File: src/rtl/pipe_ctrl.sv
// Pipeline controller: FSM (IDLE/RUN/DRAIN/HALTED), fetch PC, stage enables/valids, hazard handling.
// Optional performance counters are enabled by defining PIPE_CTRL_PERF_EN.
module pipe_ctrl #(
  parameter int unsigned      PC_W     = 16,
  parameter int unsigned      DEPTH    = 5,
  parameter int unsigned      REG_AW   = 4,
  parameter logic [PC_W-1:0]  RESET_PC = '0
) (
  input  logic              clk,
  input  logic              rst,
  input  logic              start,
  input  logic              mem_ready,
  input  logic              halt_dec,
  input  logic              br_taken,
  input  logic [PC_W-1:0]   br_target,
  input  logic [REG_AW-1:0] id_rs1,
  input  logic [REG_AW-1:0] id_rs2,
  input  logic              id_use1,
  input  logic              id_use2,
  input  logic [REG_AW-1:0] ex_rd,
  input  logic              ex_load,
  output logic [PC_W-1:0]   pc,
  output logic [DEPTH-1:0]  stage_en,
  output logic [DEPTH-1:0]  stage_valid,
  output logic [1:0]        state,
  output logic              halted,
  output logic [15:0]       cyc_cnt,
  output logic [15:0]       stall_cnt,
  output logic [15:0]       flush_cnt
);

  typedef enum logic [1:0] {
    IDLE   = 2'd0,
    RUN    = 2'd1,
    DRAIN  = 2'd2,
    HALTED = 2'd3
  } state_e;

  state_e           state_q, state_d;
  logic [PC_W-1:0]  pc_q, pc_d;
  logic [DEPTH-1:0] valid_q, valid_d, stage_en_c, shifted;
  logic             sync1_q, sync2_q;
  logic             busy, flush, load_use, halt_go;

  // Reset assertion is immediate; release takes effect only once sync2_q is high.
  always_ff @(posedge clk or negedge rst) begin
    if (!rst) begin
      sync1_q <= 1'b0;
      sync2_q <= 1'b0;
    end else begin
      sync1_q <= 1'b1;
      sync2_q <= sync1_q;
    end
  end

  always_comb begin
    busy     = (state_q == RUN) || (state_q == DRAIN);
    flush    = busy & br_taken & valid_q[2];
    load_use = busy & ex_load & valid_q[2] & valid_q[1] &
               ((id_use1 & (id_rs1 == ex_rd)) | (id_use2 & (id_rs2 == ex_rd)));
    halt_go  = (state_q == RUN) & halt_dec & valid_q[1];
    shifted  = {valid_q[DEPTH-2:0], 1'b0};
  end

  always_comb begin
    state_d    = state_q;
    pc_d       = pc_q;
    valid_d    = valid_q;
    stage_en_c = '0;
    if (sync2_q && mem_ready) begin
      unique case (state_q)
        IDLE, HALTED: begin
          if (start) begin
            state_d = RUN;
            pc_d    = RESET_PC;
            valid_d = '0;
          end
        end
        default: begin
          stage_en_c = '1;
          if (flush) begin
            // Older stages keep shifting; in DRAIN the redirect is recorded but nothing is fetched.
            pc_d         = br_target;
            valid_d      = shifted;
            valid_d[1:0] = 2'b00;
          end else if (load_use) begin
            stage_en_c[1:0] = 2'b00;
            valid_d         = shifted;
            valid_d[2]      = 1'b0;
            valid_d[1:0]    = valid_q[1:0];
          end else if (state_q == DRAIN) begin
            valid_d = shifted;
            if (valid_q == '0) state_d = HALTED;
          end else if (halt_go) begin
            valid_d = shifted;
            state_d = DRAIN;
          end else begin
            pc_d    = pc_q + PC_W'(1);
            valid_d = {valid_q[DEPTH-2:0], 1'b1};
          end
        end
      endcase
    end
  end

  always_ff @(posedge clk or negedge rst) begin
    if (!rst) begin
      state_q <= IDLE;
      pc_q    <= RESET_PC;
      valid_q <= '0;
    end else begin
      state_q <= state_d;
      pc_q    <= pc_d;
      valid_q <= valid_d;
    end
  end

  assign pc          = pc_q;
  assign stage_en    = stage_en_c;
  assign stage_valid = valid_q;
  assign state       = state_q;
  assign halted      = (state_q == HALTED);

`ifdef PIPE_CTRL_PERF_EN
  logic [15:0] cyc_q, cyc_d, stall_q, stall_d, flush_q, flush_d;
  logic        start_clr, ev_stall, ev_flush;

  always_comb begin
    start_clr = sync2_q & mem_ready & start & ((state_q == IDLE) || (state_q == HALTED));
    ev_flush  = sync2_q & mem_ready & flush;
    ev_stall  = sync2_q & busy & (!mem_ready | (load_use & !flush));
    cyc_d     = cyc_q;
    stall_d   = stall_q;
    flush_d   = flush_q;
    if (start_clr) begin
      cyc_d   = '0;
      stall_d = '0;
      flush_d = '0;
    end else begin
      if (sync2_q && busy && cyc_q != '1) cyc_d   = cyc_q + 16'd1;
      if (ev_stall && stall_q != '1)      stall_d = stall_q + 16'd1;
      if (ev_flush && flush_q != '1)      flush_d = flush_q + 16'd1;
    end
  end

  always_ff @(posedge clk or negedge rst) begin
    if (!rst) begin
      cyc_q   <= '0;
      stall_q <= '0;
      flush_q <= '0;
    end else begin
      cyc_q   <= cyc_d;
      stall_q <= stall_d;
      flush_q <= flush_d;
    end
  end

  assign cyc_cnt   = cyc_q;
  assign stall_cnt = stall_q;
  assign flush_cnt = flush_q;
`else
  assign cyc_cnt   = '0;
  assign stall_cnt = '0;
  assign flush_cnt = '0;
`endif

endmodule
File: config.mk
export PLATFORM = sky130hd
export DESIGN_NAME = pipe_ctrl
export DESIGN_NICKNAME = d
export VERILOG_FILES = /design/src/rtl/pipe_ctrl.sv
export SDC_FILE = /design/constraint.sdc
export NUM_CORES = 1
export LEC_CHECK = 0
export CAP_MARGIN = 20
export CORE_ASPECT_RATIO = 1.75
export CORE_MARGIN = 2
export CORE_UTILIZATION = 30
export DETAILED_ROUTE_END_ITERATION = 12
export GPL_TIMING_DRIVEN = 0
export MAX_ROUTING_LAYER = met4
export PLACE_DENSITY = 0.69
export SLEW_MARGIN = 0
export SYNTH_ARGS = -nofsm -noshare
export SYNTH_HDL_FRONTEND = slang
export SYNTH_SLANG_ARGS = --single-unit
File: constraint.sdc
create_clock -name clk -period 2.4 [get_ports clk]
set_clock_uncertainty 0.1 [all_clocks]
set_input_delay 0.72 -clock clk [delete_from_list [all_inputs] [get_ports clk]]
set_output_delay 0.72 -clock clk [all_outputs]
set_load 0.02 [all_outputs]
* After elaboration in Yosys (flattened, before gate mapping)
Index checks and enable logic that the tools add are counted.
Cells by class: add/subtract/negate cells 1, $mul 0, div/mod/pow operators 0, magnitude comparators 0, eq/ne operators 12, shift operators 0, mux-type cells 23, bitwise logic cells 11, reduce and logical (&&, ||, !) cells 10
Operators by type and width (count):
- $mux W16 | 6
- $mux W5 | 4
- $mux W2 | 9
- $add A16 B1 Y16 const B | 1
- $and A1 B1 Y1 | 10
- $ne A3 B2 Y1 const B | 3
- $eq A4 B4 Y1 | 2
- $mux W3 | 2
- $reduce_and A6 Y1 | 1
- $logic_not A5 Y1 | 1
- $reduce_and A5 Y1 | 1
- $eq A2 B2 Y1 const B | 2
- $ne A2 B1 Y1 const B | 2
- $ne A3 B1 Y1 const B | 1
- $reduce_and A3 Y1 | 1
- $reduce_bool A3 Y1 | 1
- $eq A2 B1 Y1 const B | 1
- $logic_not A2 Y1 | 1
- $mux W1 | 2
- $ne A2 B2 Y1 const B | 1
- $reduce_and A2 Y1 | 1
- $reduce_or A2 Y1 | 1
- $logic_and A1 B1 Y1 | 1
- $logic_or A1 B1 Y1 | 1
- $or A1 B1 Y1 | 1
Storage, ports and cells: register bits after elaboration 25, latch bits 0, bits in writable memories 0, ROM bits 0, input port bits 37, output and inout bits 77, word-level logic and storage cells 63, memories 0

* Logic depth before layout (Yosys ltp)
depth after elaboration 10, gate-level depth with buffers 10, depth with buffers taken out 8

* Least setup slack after synthesis
OpenSTA, ideal clock, no wires.
path type register -> output, start point register state_q[0], in the netlist state[0], end point output stage_en[1], data arrival time 2240 ps, data required time 1580 ps, path slack -660 ps, cell stages (with the launch flop) 8, path buffers 2, path through dfrtp_1 -> inv_1 -> ha_1 -> buf_6 -> nor2_1 -> inv_1 -> a21oi_1 -> buf_4
Between the ends: longest elaborated chain between the ends 10, elaborated cells on any way between the ends 16, those cells by class eq/ne: 3; mux: 4; bitwise: 6; reduce/logical: 3
Ends and longest elaborated chain:
- from (decl) | line 39 | state_e state_q, state_d;
- from (signal assigned) | line 112 | state_q <= state_d;
- $eq A2 B1 Y1 / $eq A2 B2 Y1 (equally long branches) | line 57 | busy = (state_q == RUN) || (state_q == DRAIN);
- $logic_or A1 B1 Y1 | line 57
- $and A1 B1 Y1 (4 in series) | line 59 | load_use = busy & ex_load & valid_q[2] & valid_q[1] &
- $mux W2 | line 86 | end else if (load_use) begin
- $mux W2 | line 81 | if (flush) begin
- $mux W5 (*) | line 71 | unique case (state_q)
- $mux W5 (*) | line 70 | if (sync2_q && mem_ready) begin
- to (decl) | line 23 | output logic [DEPTH-1:0] stage_en,
Mark *: on every way between the ends. The rest lies on a longest branch, timed or not.

* Worst setup path after layout
start point input br_taken, end point output stage_en[1]
Between the ends: longest elaborated chain between the ends 5
Ends and longest elaborated chain:
- from (decl) | line 14 | input logic br_taken,
- $and A1 B1 Y1 (2 in series) | line 58 | flush = busy & br_taken & valid_q[2];
- $mux W2 | line 81
- $mux W5 | line 71
- $mux W5 | line 70
Every way passes these cells.

==> flow_summary.yaml <==
clock_tree:
  htreeDepth: 1
  clkTransAtPathRegs_ps: 70
  cts-root-buf: "clkbuf_16"
  hold_buffers: 0
  clock_latency_ps: 260
  clkSinkCount: 25
  cts_max_path_buffers: 2
  cts_buffers: 3
  cts_tree: "done"
global_route:
  overflow: 0
  grt_pass1_wl_mm: 9.60
  grt_usage_pct: 16.9
  antenna_found_initial: 0
  grt_pass1_vias: 2059
  grt_start_max_net_pins: 19
logic_synthesis:
  syn_area_per_cell_um2: 8.80
  synth_top_area_share_pct: 30.1
  synth_flop_cell: "dfrtp_1"
  ys_types: 43
  synth_cells: 236
  ys_ff_latch: 25
  synth_commonest_cells: "52 x buf_4, 25 x dfrtp_1, 14 x o21ai_0, 13 x a21oi_1"
  synth.area.top_cells: "dfrtp_1 30%, buf_4 19%, o21ai_2 4.2%"
  syn_area_um2: 2080
  synthMostInstantiatedCell: "buf_4"
  yosys_warnings: 0
  synth-edff-count: 0
  synth-seq-area-share_pct: 30.1
  synth.largest_area_cell: "dfrtp_1"
  async_flop_share_pct: 100
worst_setup_path:
  cpMaxStageDelayCell: "clkdlybuf4s50_1"
  crit_fanout: 4
  cp_common_cell: "buf_6"
  arrival_ps: 1920
  required_ps: 1580
  crit_chain: "clkdlybuf4s50_1 -> nand2_2 -> nor2_4 -> inv_2 -> a21oi_4 -> buf_6 -> buf_6"
  cp-start-kind: "input pin"
  slowest_delay_ps: 490
  cp-end-kind: "output port"
  worstSetupPathType: "in2out"
pwr:
  powerDensity_nw_per_um2: 798
  ir_worst_vdd_mv: 0.429
  finalPower_mw: 2.65
  p_leak_nw: 1.58
timing:
  post-route-period-util_pct: 114
  hold_ws_ps: 252
  rsz0062_at_grt: "true"
  setup_viol: 5
  tightest_slew_ps: 607
  final-hold-violation-count: 0
  fmax_mhz: 366
  drv_slew: 0
  period_minus_slack_ps: 2740
  fin_ws_ps: -335
  slew_headroom_pct: 59.2
min_path:
  hp-class: "reg2reg"
detailed_routing:
  ant_nets: 0
  drt-pass1-iter-count: 4
  wire_per_inst_um: 13.5
  vias: 2098
  drt-vias-per-instance: 4.62
  drt_iter0_drc: 82
  wl_mm: 6.12
  drc: 0
finish:
  seq_area_um2: 628
  multi_input_area_um2: 1250
  finish.instance_area_um2: 3320
  num_antenna_cells: 0
  n_fill_cell: 707
  drive_gt1_share_pct: 33.5
  nets: 412
  syn2layout_area_growth_pct: 59.7
placed_design:
  port_buffers: 65
  hpwlAfterDp_mm: 4.65
  gp_congestion: 0.868
  place_area_um2: 3070
floorplanning:
  rows: 40
  die_x_um: 66.9
  start_util_pct: 30.5
  core_um2: 6810
  io-pin-count: 114
  die_h_um: 114
  die_area_um2: 7630
status:
  violations: "negative setup slack"
  status: "finished with violations"
run:
  drv_cap: 0
-- area by class of cell --
cell class / instances / share of cell area (%)
repair buffers: 84 / 23.2
flip-flops and latches: 25 / 18.9
multi-input cells: 191 / 37.8
well taps: 84 / 3.17
clock buffers: 4 / 2.38
plain buffers: 58 / 13.4
inverters: 8 / 1.06
-- where the power goes --
part / internal, mW / total, mW / switching (mW)
clock: 0.228 / 0.383 / 0.155
combinational: 0.730 / 1.53 / 0.800
sequential: 0.547 / 0.732 / 0.185
total: 1.51 / 2.65 / 1.14
-- registers in the layout, indices dropped and copies added (netlist names) --
name and count:
pc 16, stage_valid 5, state 2, sync1_q 1, sync2_q 1
-- layer usage --
layer / track usage (%) / up-vias / part of all wire [%]
met5: - / - / 0
met1: 17.4 / 962 / 35
met3: 2.56 / 10 / 7.2
li1: - / 1018 / -
met4: 6.12 / 0 / 1.6
met2: 31.1 / 108 / 56
-- cells by family after synthesis --
logic type / after synthesis / synth area share [%]
compound gates: 74 / 24.2
xor+xnor: 7 / 2.95
fa+ha+maj: 4 / 2.41
buf+inv: 67 / 22.7
flops: 25 / 30.1
mux: 2 / 0.964
other cells: 2 / 0.362
simple gates: 55 / 16.3
-- through the flow --
step	setup WS, ps	util [%]	instances	TNS [ps]
floorplan	-114	-	283	-114
global placement	-1170	44.9	432	-13560
detailed placement	-1180	45.1	433	-14330
CTS	-440	48.6	452	-1400
global route	-396	48.7	454	-1400
finish	-335	48.7	454	-1120
-- path summary, 6_finish.rpt --
path	startpoint	end	slack, ps	cells after the start
min in group asynchronous	rst	pc[7]	660	1
hold / removal	sync1_q	sync2_q	250	0
hold reg to reg	sync1_q	sync2_q	250	0
setup / recovery	br_taken	stage_en[1]	-340	7
setup reg to reg	state[0]	pc[10]	130	10
max in group asynchronous	rst	state[1]	1050	2
-- what timing repair did --
item                                    CTS  global route
endpoints found under the setup margin   21            18
gates cloned                              0             0
resized for setup                        56            24
buffers inserted                         16             3
pin swaps                                14            10
-- worst max-delay path: cells and delay by family --
family	cells	cell delay, ps
compound gates	1	190
buf+inv	4	770
simple gates	2	230
-- placed cells by master, fill, tap and decap left out, drive strengths merged, types with 7 or more instances in the layout --
cell type | netlist | final
buf | 54 | 77
conb | 2 | 49
clkdlybuf4s50 | 0 | 45
o21ai | 32 | 32
dfrtp | 25 | 25
clkbuf | 5 | 15
a21oi | 13 | 13
nor2 | 10 | 10
o31ai | 8 | 8
nand2 | 8 | 8
dlygate4sd2 | 0 | 7
inv | 8 | 7
Note: power is estimated with default switching activity, not from simulation.
==> RTL change: new RTL, config.mk and constraints unchanged <==
Add a define of `PIPE_CTRL_PERF_EN`.
--- a/src/rtl/pipe_ctrl.sv
+++ b/src/rtl/pipe_ctrl.sv
@@ -1,4 +1,6 @@
 // Pipeline controller: FSM (IDLE/RUN/DRAIN/HALTED), fetch PC, stage enables/valids, hazard handling.
 // Optional performance counters are enabled by defining PIPE_CTRL_PERF_EN.
+`define PIPE_CTRL_PERF_EN
+
 module pipe_ctrl #(
   parameter int unsigned      PC_W     = 16,
Behaviour: not the same (Yosys sat finds a counterexample within 10 cycles, from zero or initial values and one cycle with rst low).
==> RTL change against the original RTL <==
- the flow still finishes with violations (negative setup slack)
- sequential cell count is 48 higher
- area after synthesis grew 120%
- die area increased by 110%
- critical endpoint unchanged
- total power increased to 2.6 times the old value
- count of clock-buffer cells in the layout increased by 5
- worst setup slack got worse by 0.21 ns
- hold slack got worse by 0.081 ns
- largest cell class unchanged
- routed wire length rose to 2.5 times the old value
- cell area grew 110%
==> RTL change: results <==
[outcome]
status = complete, but fails checks
violations = negative setup slack

[global_routing]
grt_pass1_wl_um = 23900
gr-usage-met3_pct = 2.501
grt_max_degree = 55
use_met2_pct = 35.99
grt_util_met1_pct = 19.97
track_usage_pct = 19.51

[place]
routabilityCongestion = 0.9423
io_buffer_count = 113
hpwl_um = 10780

[setup_path]
critPathLaunch = id_rs1[3]
cp.arrival_ns = 2.13

[yosys]
synth_common_cells = dfrtp_1 (73), nand2_1 (47), nor2_1 (44), o21ai_0 (35), nand3_1 (31)
synthTopCellsByArea = dfrtp_1 (41%), nand2_1 (3.9%), o21ai_0 (3.9%)

[cts]
cts_inserted_buffers = 9
clock_latency_ns = 0.33

[timing]
setup_ws_ns = -0.5460
setup_viol = 9
worstMarginPinSlew_ns = 0.5823

[finish]
final_layout_size_suffix_gt1_share_pct = 23.56
areaGrowthSynthToFinish_pct = 54.26
final_nets = 719

[power_and_ir_drop]
p_leak_nw = 2.812
switchingPower_mw = 2.728
total_power_mw = 6.781
powerComb_mw = 3.25

[detailed_routing]
dr.pass1.iters = 5
met1_length_um = 5355
routed-via-count = 4898
route.met2.wl_um = 8842
[RTL change: layout make-up]
type	count	area, µm²	share of cell area (%)
sequential	73	1829	26.48
inverter	18	70.07	1.014
buffer	26	211.5	3.061
multi-input combinational	395	2751	39.83
clock buffer	9	225.2	3.260
clock inverter	6	107.6	1.558
timing repair buffer	152	1484	21.48
tap	183	229.0	3.315
[RTL change: cell families (layout without fill, tap and decap cells)]
| group | after synthesis | after routing | share of synthesized area [%] |
|---|---|---|---|
| AO/OA/AOI/OAI | 141 | 141 | 20.26 |
| XOR/XNOR | 18 | 18 | 3.521 |
| adder cells (fa/ha/maj) | 7 | 7 | 1.956 |
| buffers and inverters | 45 | 211 | 5.336 |
| flip-flops | 73 | 73 | 40.79 |
| multiplexers | 8 | 8 | 1.788 |
| other | 1 | 1 | 0.08374 |
| AND/OR/NAND/NOR | 220 | 220 | 26.26 |
[RTL change: worst paths after layout]
kind,endpoint,slack [ns]
setup / recovery,stage_en[1],-0.55
hold / removal,cyc_cnt[10],0.17
setup reg to reg,flush_cnt[12],-0.13
hold reg to reg,sync2_q,0.27
max in group asynchronous,state[0],1.44
min in group clk,sync2_q,0.27
[RTL change: through the flow]
stage / instances / hold slack, ns / area [µm²] / TNS [ns]
2_1_floorplan: 513 / 0.2312 / 4511 / -0.2510
3_3_place_gp: 809 / 0.2359 / 5871 / -192.52
3_5_place_dp: 810 / 0.2477 / 5896 / -35.47
4_1_cts: 849 / 0.1731 / 6514 / -7.840
5_1_grt: 862 / 0.1843 / 6908 / -4.369
6_report: 862 / 0.1710 / 6908 / -2.456
[RTL change: what timing repair did]
action,4_1_cts,5_1_grt
setup endpoints to repair,59,48
setup buffers,23,16
pin swaps,8,26
gates resized for setup,69,70
gates cloned,1,2
